## src/rtl/mem_wb_stage_pkg.sv

```systemverilog
// Shared CPU types for the memory / write-back stage: memtoreg encoding,
// stage FSM states and the common word / register-index typedefs.
package mem_wb_stage_pkg;

  typedef logic [31:0] word_t;
  typedef logic [4:0]  regbits_t;

  // Write-back source selected by the EX/MEM memtoreg field.
  typedef enum logic [1:0] {
    MTR_ALU  = 2'b00,
    MTR_LOAD = 2'b01,
    MTR_NPC  = 2'b10,
    MTR_LUI  = 2'b11
  } memtoreg_t;

  // Memory stage controller states.
  typedef enum logic [1:0] {
    ST_IDLE   = 2'b00,
    ST_WAIT   = 2'b01,
    ST_HALTED = 2'b10
  } mem_state_t;

endpackage

```

## src/rtl/mem_wb_stage_latch.sv

```systemverilog
// MEM/WB pipeline register. Each edge it either captures the completing
// instruction or a bubble; the bubble's halt bit is supplied by the stage
// so a halted pipeline keeps reporting halt.
module mem_wb_latch
  import mem_wb_stage_pkg::*;
(
  input  logic     CLK,
  input  logic     nRST,
  input  logic     load,
  input  logic     bubble_halt,
  input  logic     regwrite_in,
  input  regbits_t wsel_in,
  input  word_t    wdat_in,
  input  logic     halt_in,
  output logic     wb_regwrite,
  output regbits_t wb_wsel,
  output word_t    wb_wdat,
  output logic     wb_halt
);

  logic     regwrite_q, regwrite_d;
  regbits_t wsel_q, wsel_d;
  word_t    wdat_q, wdat_d;
  logic     halt_q, halt_d;

  // Select between the completing instruction and a bubble.
  always_comb begin
    regwrite_d = 1'b0;
    wsel_d     = '0;
    wdat_d     = '0;
    halt_d     = bubble_halt;
    if (load) begin
      regwrite_d = regwrite_in;
      wsel_d     = wsel_in;
      wdat_d     = wdat_in;
      halt_d     = halt_in;
    end
  end

  // MEM/WB register with asynchronous clear.
  always_ff @(posedge CLK or negedge nRST) begin
    if (!nRST) begin
      regwrite_q <= 1'b0;
      wsel_q     <= '0;
      wdat_q     <= '0;
      halt_q     <= 1'b0;
    end else begin
      regwrite_q <= regwrite_d;
      wsel_q     <= wsel_d;
      wdat_q     <= wdat_d;
      halt_q     <= halt_d;
    end
  end

  assign wb_regwrite = regwrite_q;
  assign wb_wsel     = wsel_q;
  assign wb_wdat     = wdat_q;
  assign wb_halt     = halt_q;

endmodule

```

## src/rtl/mem_wb_stage.sv

```systemverilog
// Memory stage controller plus write-back mux. Forwards EX/MEM memory
// requests to the data cache, stalls the front of the pipe on a miss,
// and feeds the MEM/WB register with either the result or a bubble.
module mem_wb_stage
  import mem_wb_stage_pkg::*;
(
  input  logic        CLK,
  input  logic        nRST,
  input  logic [1:0]  ex_memtoreg,
  input  logic        ex_regwrite,
  input  logic        ex_dmemREN,
  input  logic        ex_dmemWEN,
  input  logic        ex_halt,
  input  logic [31:0] ex_aluResult,
  input  logic [31:0] ex_rdat2,
  input  logic [31:0] ex_npc,
  input  logic [31:0] ex_upper16,
  input  logic [4:0]  ex_wsel,
  input  logic        dhit,
  input  logic [31:0] dmemload,
  output logic        dmemREN,
  output logic        dmemWEN,
  output logic [31:0] dmemaddr,
  output logic [31:0] dmemstore,
  output logic        stall,
  output logic        wb_regwrite,
  output logic [4:0]  wb_wsel,
  output logic [31:0] wb_wdat,
  output logic        wb_halt
);

  mem_state_t state_q, state_d;
  logic       req;
  logic       load;
  word_t      wdat_mux;

  // A read and a write together are simply both forwarded.
  assign req       = ex_dmemREN | ex_dmemWEN;
  assign dmemaddr  = ex_aluResult;
  assign dmemstore = ex_rdat2;

  // Controller state register.
  always_ff @(posedge CLK or negedge nRST) begin
    if (!nRST) state_q <= ST_IDLE;
    else       state_q <= state_d;
  end

  // Next state, cache request, stall and MEM/WB load select.
  always_comb begin
    state_d = state_q;
    dmemREN = 1'b0;
    dmemWEN = 1'b0;
    stall   = 1'b0;
    load    = 1'b0;
    case (state_q)
      ST_IDLE: begin
        dmemREN = ex_dmemREN;
        dmemWEN = ex_dmemWEN;
        if (req && !dhit) begin
          stall   = 1'b1;
          state_d = ST_WAIT;
        end else begin
          load = 1'b1;
          if (ex_halt) state_d = ST_HALTED;
        end
      end
      ST_WAIT: begin
        dmemREN = ex_dmemREN;
        dmemWEN = ex_dmemWEN;
        stall   = !dhit;
        if (dhit) begin
          load    = 1'b1;
          state_d = ex_halt ? ST_HALTED : ST_IDLE;
        end
      end
      ST_HALTED: begin
        stall = 1'b1;
      end
      default: state_d = ST_IDLE;
    endcase
  end

  // Write-back data source select.
  always_comb begin
    wdat_mux = ex_aluResult;
    case (memtoreg_t'(ex_memtoreg))
      MTR_ALU:  wdat_mux = ex_aluResult;
      MTR_LOAD: wdat_mux = dmemload;
      MTR_NPC:  wdat_mux = ex_npc;
      MTR_LUI:  wdat_mux = ex_upper16;
      default:  wdat_mux = ex_aluResult;
    endcase
  end

  mem_wb_latch u_latch (
    .CLK         (CLK),
    .nRST        (nRST),
    .load        (load),
    .bubble_halt (state_q == ST_HALTED),
    .regwrite_in (ex_regwrite),
    .wsel_in     (ex_wsel),
    .wdat_in     (wdat_mux),
    .halt_in     (ex_halt),
    .wb_regwrite (wb_regwrite),
    .wb_wsel     (wb_wsel),
    .wb_wdat     (wb_wdat),
    .wb_halt     (wb_halt)
  );

endmodule

```

## config.mk

```make
export PLATFORM = sky130hd
export DESIGN_NAME = mem_wb_stage
export DESIGN_NICKNAME = d
export VERILOG_FILES = /design/src/rtl/mem_wb_stage_pkg.sv /design/src/rtl/mem_wb_stage_latch.sv /design/src/rtl/mem_wb_stage.sv
export SDC_FILE = /design/constraint.sdc
export NUM_CORES = 1
export LEC_CHECK = 0
export ABC_AREA = 1
export BUFFER_PORTS_ARGS = -buffer_cell sky130_fd_sc_hd__buf_4
export CAP_MARGIN = 20
export CORE_MARGIN = 5
export CORE_UTILIZATION = 28
export CTS_CLUSTER_SIZE = 14
export DETAILED_ROUTE_END_ITERATION = 8
export GPL_TIMING_DRIVEN = 1
export SLEW_MARGIN = 20
export SYNTH_ARGS = -nofsm -noshare
export SYNTH_HDL_FRONTEND = slang
export SYNTH_SLANG_ARGS = --single-unit
```

## constraint.sdc

```tcl
create_clock -name CLK -period 3.4 [get_ports CLK]
set_input_delay 0.34 -clock CLK [delete_from_list [all_inputs] [get_ports CLK]]
set_output_delay 0.34 -clock CLK [all_outputs]
set_load 0.01 [all_outputs]
```

==> summary.md, run 1 <==
| Metric | Value |
|---|---|
| Layout Nets | 734 |
| TritonCTS clock tree | done |
| Wirelength per Cell | 16.2 um |
| Final setup TNS | 0 ps |
| Run status | finished, final reports clean |
| Core Util, Final | 0.417 |
| Post-CTS Hold Buffers | 0 |
| Drt total wl | 11300 um |
| Pwr Total | 1.87 mW |
| Area contributors post-synth | dfrtp_1 (35%), nand3_1 (22%), buf_4 (16%) |
| Most frequent cells after synthesis | nand3_1 (129), nor2_1 (106), buf_4 (64), inv_1 (44), dfrtp_1 (41) |
| Slew headroom | 0.551 |
| Initial Util | 0.285 |
| Mapped Area | 2930 um^2 |
| Startpoint Class | register |
| Initial antenna violation count | 0 |
| Post-CTS setup buffer count | 0 |
| R2R Path Start | state_q[1] |
| R2r worst-path depth | 5 |
| First-pass GRT wire length | 16800 um |
| Post-synth top area cell | dfrtp_1 |
| GP Congestion | 0.825 |
| Layout cell share with drive strength beyond 1 | 0.412 |
| Worst Tran Pin Value | 674 ps |
| Skew final | 6.12 ps |
| Final instance area | 4280 um^2 |
| Pre-CTS WS | 1200 ps |
| # diodes | 0 |
| Yosys reg bits | 41 |
| Syn_area_per_cell | 6.90 um^2 |
| HPWL Detailed | 8800 um |
| Post-route DRC | 0 |
| Grt total ovfl | 0 |
| I/O pin count | 280 |
| R2R setup slack | 1840 ps |
| Final worst slack | 1730 ps |
| Post-DR vias/cell | 4.59 |
| Synth cell types | 15 |
| All-Layer GR Usage | 0.166 |
| Die W | 112 um |
| Port Buf Inserts | 215 |
| Number of routed nets with antenna violations | 0 |
| Post-layout min period | 1670 ps |
| Num Clock Sinks | 41 |
| Setup violators final | 0 |
| Die Area | 12600 um^2 |
| Critical Path Fanout Max | 6 |
| Area after DPL | 4120 um^2 |
| Top_reg_cell synth | dfrtp_1 |
| Cts repair resizes | 0 |
| Die Ht | 112 um |
| Share of the synthesized area in the top cell type | 0.351 |
| RSZ-0062 raised after global routing | false |
| P_leak | 2.43 nW |
| Reg-to-Reg End | u_latch.wb_wdat[19] |
| Maxcap violations | 0 |
| CTS Buf Count | 5 |
| Vias | 3199 |
| Skew-Pair Late Insertion Delay | 300 ps |
| Final Hold Viols | 0 |
| Register area share after synthesis | 0.351 |
| Pre-antenna DRT Iters | 4 |
| Clock transition at path regs | 80 ps |
| Layout fillers | 1103 |
| Post-synth ARST share | 1.00 |
| Slew Limit Fails | 0 |
| WP data arrival | 1330 ps |
| Syn_nets | 598 |
| HP Class | in -> async |
| CTS Buffer Depth | 2 |
| Critical path class | reg -> out |
| Clk root buf | clkbuf_8 |
| Critical Path Sink Type | output port |
| Cell with the most instances after synthesis | nand3_1 |
| Core box area | 10300 um^2 |
| Power Density | 435 nW/um^2 |
| Synth warnings | 0 |
| H-tree Lvls | 2 |
| Post-Syn Instances | 424 |
| CP required | 3060 ps |
| Largest net degree at the start of global routing | 65 |
| Fin crit share | 0.492 |
| Cell Rows | 37 |
| Max frequency | 0.598 GHz |
| Vias in the first global route | 3061 |
| Max VDD drop | 176 uV |
| DRT iter0 DRCs | 141 |
| Post-synth EDFFs | 0 |
| Synth-to-Final Area Change | 46.4% |
[per-layer routing]
layer,wire length [um],track usage
met3,1150,0.0523
met5,0,0
met1,3930,0.179
met2,6010,0.308
met4,225,0.0505
[registers in the layout, indices dropped and copies added (netlist names)]
| name | cells |
|---|---|
| u_latch.wb_wdat | 32 |
| u_latch.wb_wsel | 5 |
| state_q | 2 |
| u_latch.wb_halt | 1 |
| u_latch.wb_regwrite | 1 |
[cells by family after synthesis]
group           after synthesis  synth area share
simple gates                242             0.366
buf+inv                     136             0.272
flops                        41             0.351
compound gates                5            0.0115
[worst max-delay path by stage]
| stage | from | slack (ps) | end |
|---|---|---|---|
| finish | state_q[1] | 1730 | stall |
| global placement | ex_memtoreg[0] | 1260 | u_latch.wb_wdat[18] |
| floorplan | state_q[1] | 2290 | u_latch.wb_wdat[17] |
| CTS | ex_memtoreg[1] | 1520 | u_latch.wb_wdat[19] |
| global route | state_q[1] | 1670 | stall |
| detailed placement | ex_memtoreg[1] | 1200 | u_latch.wb_wdat[19] |
[power by group]
group / internal, mW / switching, mW
Sequential: 0.598 / 0.0428
Combinational: 0.378 / 0.380
Clock: 0.292 / 0.174
[worst max-delay path, cell delays in order, from the launching register on]
cell     delay, ps
dfrtp_1        450
nor2_1         310
a21oi_1        120
buf_4          160
[area by class of cell]
type | instances | area, um^2 | area share
Clock buffer | 5 | 68.8 | 0.0161
Multi-Input combinational cell | 247 | 1110 | 0.260
Tap cell | 136 | 170 | 0.0397
Inverter | 45 | 169 | 0.0394
Timing Repair Buffer | 220 | 1670 | 0.390
Clock inverter | 3 | 65.1 | 0.0152
Sequential cell | 41 | 1030 | 0.239
[stage by stage]
stage          std cells  hold WS [ps]
2_1_floorplan        424          44.4
3_3_place_gp         688           359
3_5_place_dp         688           367
4_1_cts              696          42.2
5_1_grt              697          65.3
6_report             697          27.3
[cell usage in the layout (no fill, tap or decap), drive strengths merged]
master	Yosys	layout
clkbuf	1	5
a21oi	2	2
nor2	106	106
o21ai	1	1
a211oi	1	1
inv	45	45
nand3	129	129
buf	90	220
bufinv	0	2
dfrtp	41	41
a21boi	1	1
nand2	7	7
clkinv	0	1
No activity file was read; power rests on OpenSTA's default activity.
==> inputs of run 2 (changes only) <==
--- a/config.mk
+++ b/config.mk
@@ -13,6 +13,7 @@
 export CTS_CLUSTER_SIZE = 14
 export DETAILED_ROUTE_END_ITERATION = 8
 export GPL_TIMING_DRIVEN = 1
+export PLACE_DENSITY = 0.67
 export SLEW_MARGIN = 20
 export SYNTH_ARGS = -nofsm -noshare
 export SYNTH_HDL_FRONTEND = slang
==> constraint.sdc (replaced) <==
create_clock -name CLK -period 1.5 [get_ports CLK]
set_input_delay 0.15 -clock CLK [delete_from_list [all_inputs] [get_ports CLK]]
set_output_delay 0.15 -clock CLK [all_outputs]
set_load 0.01 [all_outputs]
==> run 2 against run 1 <==
Utilization grew 0.77 points. Non-clock buffer count grew 7. Combinational power grew 140%. Wire length shrank 0.71%. Die area is the same. Via count grew 1.8%. Largest power group unchanged.
==> summary.md, run 2 (same netlist as run 1, synthesis figures left out) <==
| Metric | Value |
|---|---|
| Number of routed nets with antenna violations | 0 (unchanged) |
| Clk root buf | clkbuf_8 |
| Vias in the first global route | 3125 (+2.1%) |
| Layout cell share with drive strength beyond 1 | 0.419 (+0.00725) |
| Clock transition at path regs | 80 ps (about the same) |
| Logic gate share of total power | 0.434 (+0.027) |
| Inst Count DP | 694 (+0.87%) |
| Drt total wl | 11200 um (-0.71%) |
| Worst Tran Pin Value | 519 ps (-155 ps) |
| R2r worst-path depth | 5 (unchanged) |
| Final worst slack | 85.9 ps (-1640 ps) |
| Reg power frac | 0.350 (+0.007) |
| Max frequency | 0.707 GHz |
| CP Cell Sequence | nor2_2 > buf_4 > a21oi_1 > buf_4 |
| Run status | finished, final reports clean |
| All-Layer GR Usage | 0.163 (-0.00283) |
| Maxcap violations | 0 (unchanged) |
| Vias | 3258 (+1.8%) |
| TritonCTS clock tree | done |
| Layout Nets | 741 (+0.95%) |
| Critical Path Sink Type | output port |
| Core box area | 10300 um^2 (unchanged) |
| CP Capture Point | stall |
| Pwr Total | 4.14 mW (+120%) |
| Max VDD drop | 479 uV (+170%) |
| Power Density | 948 nW/um^2 (+120%) |
| Pre-CTS WS | -165 ps (-1370 ps) |
| I/O pin count | 280 (unchanged) |
| First-pass GRT wire length | 16600 um (-0.98%) |
| Commonest non-fill, non-tap cells in the layout | buf_4 (222), nand3_1 (128), nor2_1 (105) |
| Final Hold Viols | 0 (unchanged) |
| Post-DR vias/cell | 4.63 (+0.83%) |
| CP required | 1350 ps (-1710 ps) |
| Area after DPL | 4200 um^2 (+2.0%) |
| Grt total ovfl | 0 (unchanged) |
| Num Clock Sinks | 41 (unchanged) |
| Commonest non-fill, non-tap cell in the layout | buf_4 |
| Reg-to-Reg End | u_latch.wb_wdat[28] |
| Critical-path top delay cell | dfrtp_1 |
| Die W | 112 um (unchanged) |
| GP Congestion | 0.839 (+1.8%) |
| Register area | 1030 um^2 (unchanged) |
| Crit path largest cell delay | 420 ps (-30 ps) |
| CP startpoint | state_q[1] |
| Port Buf Inserts | 215 (unchanged) |
| Wirelength per Cell | 16.0 um (-1.7%) |
| DRT iter0 DRCs | 190 (+35%) |
| Final instance area | 4360 um^2 (+1.8%) |
| Final setup TNS | 0 ps (unchanged) |
| H-tree Lvls | 2 (unchanged) |
| Cell Rows | 37 (unchanged) |
| Slew Limit Fails | 0 (unchanged) |
| HPWL Detailed | 8880 um (+0.85%) |
| Pre-antenna DRT Iters | 4 (unchanged) |
| Largest net degree at the start of global routing | 65 (unchanged) |
| R2R setup slack | 140 ps (-1700 ps) |
| Net Switching | 1.37 mW (+130%) |
| Post-route worst hold slack | 40.8 ps (+13.6 ps) |
| Post-layout min period | 1410 ps |
| Most Frequent Cell on Critical Path | buf_4 |
| Core Util, Final | 0.425 (+0.00767) |
| Switching part of the total power | 0.331 (+0.0112) |
| Number of flip-flops under the largest register name | 32 (unchanged) |
| Critical path class | reg -> out |
| Skew-Pair Late Insertion Delay | 290 ps (about the same) |
| # diodes | 0 (unchanged) |
| Fin cells | 704 (+1.0%) |
| WP data arrival | 1260 ps (-70 ps) |
| R2R Path Start | state_q[1] |
| Multi-input logic area | 1120 um^2 (+0.45%) |
| Startpoint Class | register |
| Synth-to-Final Area Change | 49.1% |
| Internal Pwr Total | 2.77 mW (+120%) |
| Layout fillers | 1062 (-3.7%) |
| Post-CTS setup buffer count | 0 (unchanged) |
| HP Class | in -> reg |
| CTS Buffer Depth | 2 (unchanged) |
| Skew final | 6.48 ps (+0.364 ps) |
| CTS Buf Count | 5 (unchanged) |
| Initial antenna violation count | 0 (unchanged) |
| Initial Util | 0.285 (unchanged) |
| Clock share of power | 0.216 (-0.034) |
| Setup violators final | 0 (unchanged) |
| Slew headroom | 0.654 (+0.103) |
| Die Area | 12600 um^2 (unchanged) |
| Critical Path Fanout Max | 3 (-3) |
| RSZ-0062 raised after global routing | false |
| Hold path start | dhit |
| Post-route DRC | 0 (unchanged) |
| Fin crit share | 0.943 |
| P_leak | 2.47 nW (+1.5%) |
| Die Ht | 112 um (unchanged) |
[run 2: changes by cell type in the layout (fill, tap and decap cells not counted), sizes merged]
cell / delta
bufinv: -1
dlygate4sd3: +1
clkinvlp: +1
buf: +6
[run 2: what timing repair did]
| item | in CTS | in global routing |
|---|---|---|
| setup endpoints to repair | 39 | 1 |
| hold buffers | 1 | 0 |
| pin swaps | 8 | 0 |
| hold endpoints to repair | 41 | 0 |
| gates resized for setup | 1 | 1 |
[run 2: worst max-delay path, delay by kind of cell (launching register included)]
family                 cells  cell delay [ps]
buffers and inverters      2              300
AND/OR/NAND/NOR            1              200
flip-flops                 1              420
AO/OA/AOI/OAI              1               60
[run 2: cell type report]
type	instances	area share
clock buffers	5	0.0158
repair buffers	227	0.404
clock inverters	3	0.0106
flip-flops and latches	41	0.235
well taps	136	0.0390
inverters	45	0.0387
multi-input cells	247	0.256
[run 2: per-layer routing]
metal  vias to the layer above  track usage  wire (um)
li1                       1557            -          -
met1                      1490        0.186       4100
met2                       187        0.290       5820
met3                        24       0.0447       1020
met4                         0       0.0625        287
met5                         -            0          0
[run 2: power groups by stage]
stage,clock (mW),sequential (mW),combinational [mW]
after floorplan,0,1.59,0.785
after global placement,0,1.46,1.71
after detailed placement,0,1.47,1.74
after CTS,0.947,1.45,1.75
after global routing,0.995,1.47,1.96
final,0.894,1.45,1.80
[run 2: worst min-delay path by stage]
stage | cells past startpoint | endpoint
6_report | 2 | state_q[0]
5_1_grt | 2 | state_q[0]
4_1_cts | 2 | state_q[0]
3_5_place_dp | 1 | u_latch.wb_wdat[22]
3_3_place_gp | 1 | u_latch.wb_wsel[0]
2_1_floorplan | 0 | state_q[0]
==> inputs of run 3 (changes only) <==
--- a/config.mk
+++ b/config.mk
@@ -8,12 +8,14 @@
 export ABC_AREA = 1
 export BUFFER_PORTS_ARGS = -buffer_cell sky130_fd_sc_hd__buf_4
 export CAP_MARGIN = 20
+export CELL_PAD_IN_SITES_DETAIL_PLACEMENT = 1
+export CELL_PAD_IN_SITES_GLOBAL_PLACEMENT = 1
 export CORE_MARGIN = 5
-export CORE_UTILIZATION = 28
+export CORE_UTILIZATION = 21
 export CTS_CLUSTER_SIZE = 14
 export DETAILED_ROUTE_END_ITERATION = 8
 export GPL_TIMING_DRIVEN = 1
-export PLACE_DENSITY = 0.67
+export PLACE_DENSITY_LB_ADDON = 0.1
 export SLEW_MARGIN = 20
 export SYNTH_ARGS = -nofsm -noshare
 export SYNTH_HDL_FRONTEND = slang
==> run 3 against run 2 <==
Hold slack improved by 5.0 ps. Highest routed layer unchanged. Utilization shrank 10 points. Non-clock buffer count down 2. Final cell count is 6.0% higher. Largest power group unchanged.
==> summary.md, run 3 (same netlist as run 1, synthesis figures left out) <==
| Metric | Value |
|---|---|
| Skew-Pair Late Insertion Delay | 280 ps (about the same) |
| Vias | 3244 (-0.43%) |
| Pre-antenna DRT Iters | 4 (unchanged) |
| # diodes | 0 (unchanged) |
| Commonest non-fill, non-tap cells in the layout | buf_4 (221), nand3_1 (129), nor2_1 (105) |
| Startpoint Class | register |
| Core box area | 13800 um^2 (+34%) |
| P_leak | 2.47 nW (-0.17%) |
| Grt total ovfl | 0 (unchanged) |
| Initial antenna violation count | 0 (unchanged) |
| Drt total wl | 12100 um (+7.9%) |
| WP data arrival | 1220 ps (-40 ps) |
| Layout cell share with drive strength beyond 1 | 0.415 (-0.00382) |
| Die Area | 16400 um^2 (+30%) |
| Post-layout min period | 1370 ps (-45.8 ps) |
| Number of routed nets with antenna violations | 0 (unchanged) |
| DRT iter0 DRCs | 106 (-44%) |
| Maxcap violations | 0 (unchanged) |
| CTS Buf Count | 5 (unchanged) |
| I/O pin count | 280 (unchanged) |
| Num Clock Sinks | 41 (unchanged) |
| Worst Tran Pin Value | 565 ps (+46.2 ps) |
| Fin crit share | 0.912 (-0.0305) |
| Slew headroom | 0.623 (-0.0308) |
| Initial Util | 0.212 (-0.0722) |
| Setup violators final | 0 (unchanged) |
| Die Ht | 128 um (+14%) |
| TritonCTS clock tree | done |
| Final instance area | 4410 um^2 (+0.98%) |
| Critical Path Fanout Max | 6 (+3) |
| Number of flip-flops under the largest register name | 32 (unchanged) |
| Port Buf Inserts | 215 (unchanged) |
| Final setup TNS | 0 ps (unchanged) |
| Area after DPL | 4250 um^2 (+1.1%) |
| Wirelength per Cell | 16.2 um (+1.8%) |
| Final Hold Viols | 0 (unchanged) |
| Die W | 128 um (+14%) |
| Clock transition at path regs | 60 ps (-20 ps) |
| Run status | finished, final reports clean |
| Skew final | 8.48 ps (+2.00 ps) |
| Post-route DRC | 0 (unchanged) |
| Cell Rows | 43 (+16%) |
| Slew Limit Fails | 0 (unchanged) |
| HP Class | in -> reg |
| HPWL Detailed | 9310 um (+4.9%) |
| Synth-to-Final Area Change | 50.6% |
| First-pass GRT wire length | 18200 um (+9.3%) |
| Power Density | 965 nW/um^2 (+1.8%) |
| Critical Path Sink Type | output port |
| Commonest non-fill, non-tap cell in the layout | buf_4 |
| Post-route worst hold slack | 45.9 ps (+5.04 ps) |
| Max frequency | 0.731 GHz (+3.3%) |
| Critical path class | reg -> out |
| GP Congestion | 0.745 (-11%) |
| RSZ-0062 raised after global routing | false |
| Vias in the first global route | 3434 (+9.9%) |
| Max VDD drop | 391 uV (-19%) |
| Clk root buf | clkbuf_16 |
| Post-DR vias/cell | 4.35 (-6.0%) |
| Largest net degree at the start of global routing | 65 (unchanged) |
| H-tree Lvls | 2 (unchanged) |
| CTS Buffer Depth | 2 (unchanged) |
| All-Layer GR Usage | 0.141 (-0.0219) |
| CP required | 1350 ps (about the same) |
| Layout Nets | 739 (-0.27%) |
-- run 3: cell types whose count changed in the layout (fill, tap and decap cells not counted), sizes merged --
cell    change
buf         -2
bufinv      -1
clkinv      +1
-- run 3: path summary, 6_finish.rpt --
kind	startpoint	to	slack [ps]	cells past startpoint
min reg2reg	state_q[1]	state_q[0]	590	1
min	dhit	state_q[0]	50	2
max	state_q[1]	stall	130	3
min in group asynchronous	nRST	u_latch.wb_wdat[25]	390	2
max reg2reg	state_q[1]	u_latch.wb_wdat[3]	270	5
max in group asynchronous	nRST	u_latch.wb_halt	700	2
-- run 3: cell type report --
type | count | area, um^2
fill | 1727 | 9370
timing repair buffer | 225 | 1730
multi-input combinational | 247 | 1110
sequential | 41 | 1030
tap | 180 | 225
inverter | 45 | 169
clock buffer | 5 | 125
clock inverter | 3 | 17.5
-- run 3: power by group --
part / total [mW] / leakage [nW] / internal [mW] / switching [mW]
clock: 1.06 / 0.0696 / 0.610 / 0.446
combinational: 1.73 / 1.85 / 0.859 / 0.873
sequential: 1.46 / 0.547 / 1.36 / 0.106
total: 4.25 / 2.47 / 2.83 / 1.42
-- run 3: metrics by stage --
stage / utilization / instances / power [mW] / worst slack (ps)
after floorplan: - / 424 / 2.38 / 385
after detailed placement: 0.309 / 737 / 3.26 / 265
after global routing: 0.320 / 746 / 4.55 / 76.5
after global placement: 0.309 / 737 / 3.23 / 319
after CTS: 0.320 / 746 / 4.35 / 41.3
final: 0.320 / 746 / 4.25 / 132
-- run 3: routing by layer --
metal  global-route usage  wire [um]  part of all wire
met1                0.154       4440              0.37
met3               0.0300        807             0.067
met5                    0          0                 0
met2                0.261       6440              0.53
met4               0.0618        436             0.036
-- run 3: worst max-delay path: stages, from the launching register on --
cell and delay [ps]:
dfrtp_1 450, nor2_2 230, a21oi_1 100, buf_4 160
-- run 3: repair_timing --
action,in CTS,in global routing
endpoints found under the hold margin,41,0
hold buffers,1,0
gates resized for setup,0,1
setup endpoints to repair,0,1
setup buffers,0,0
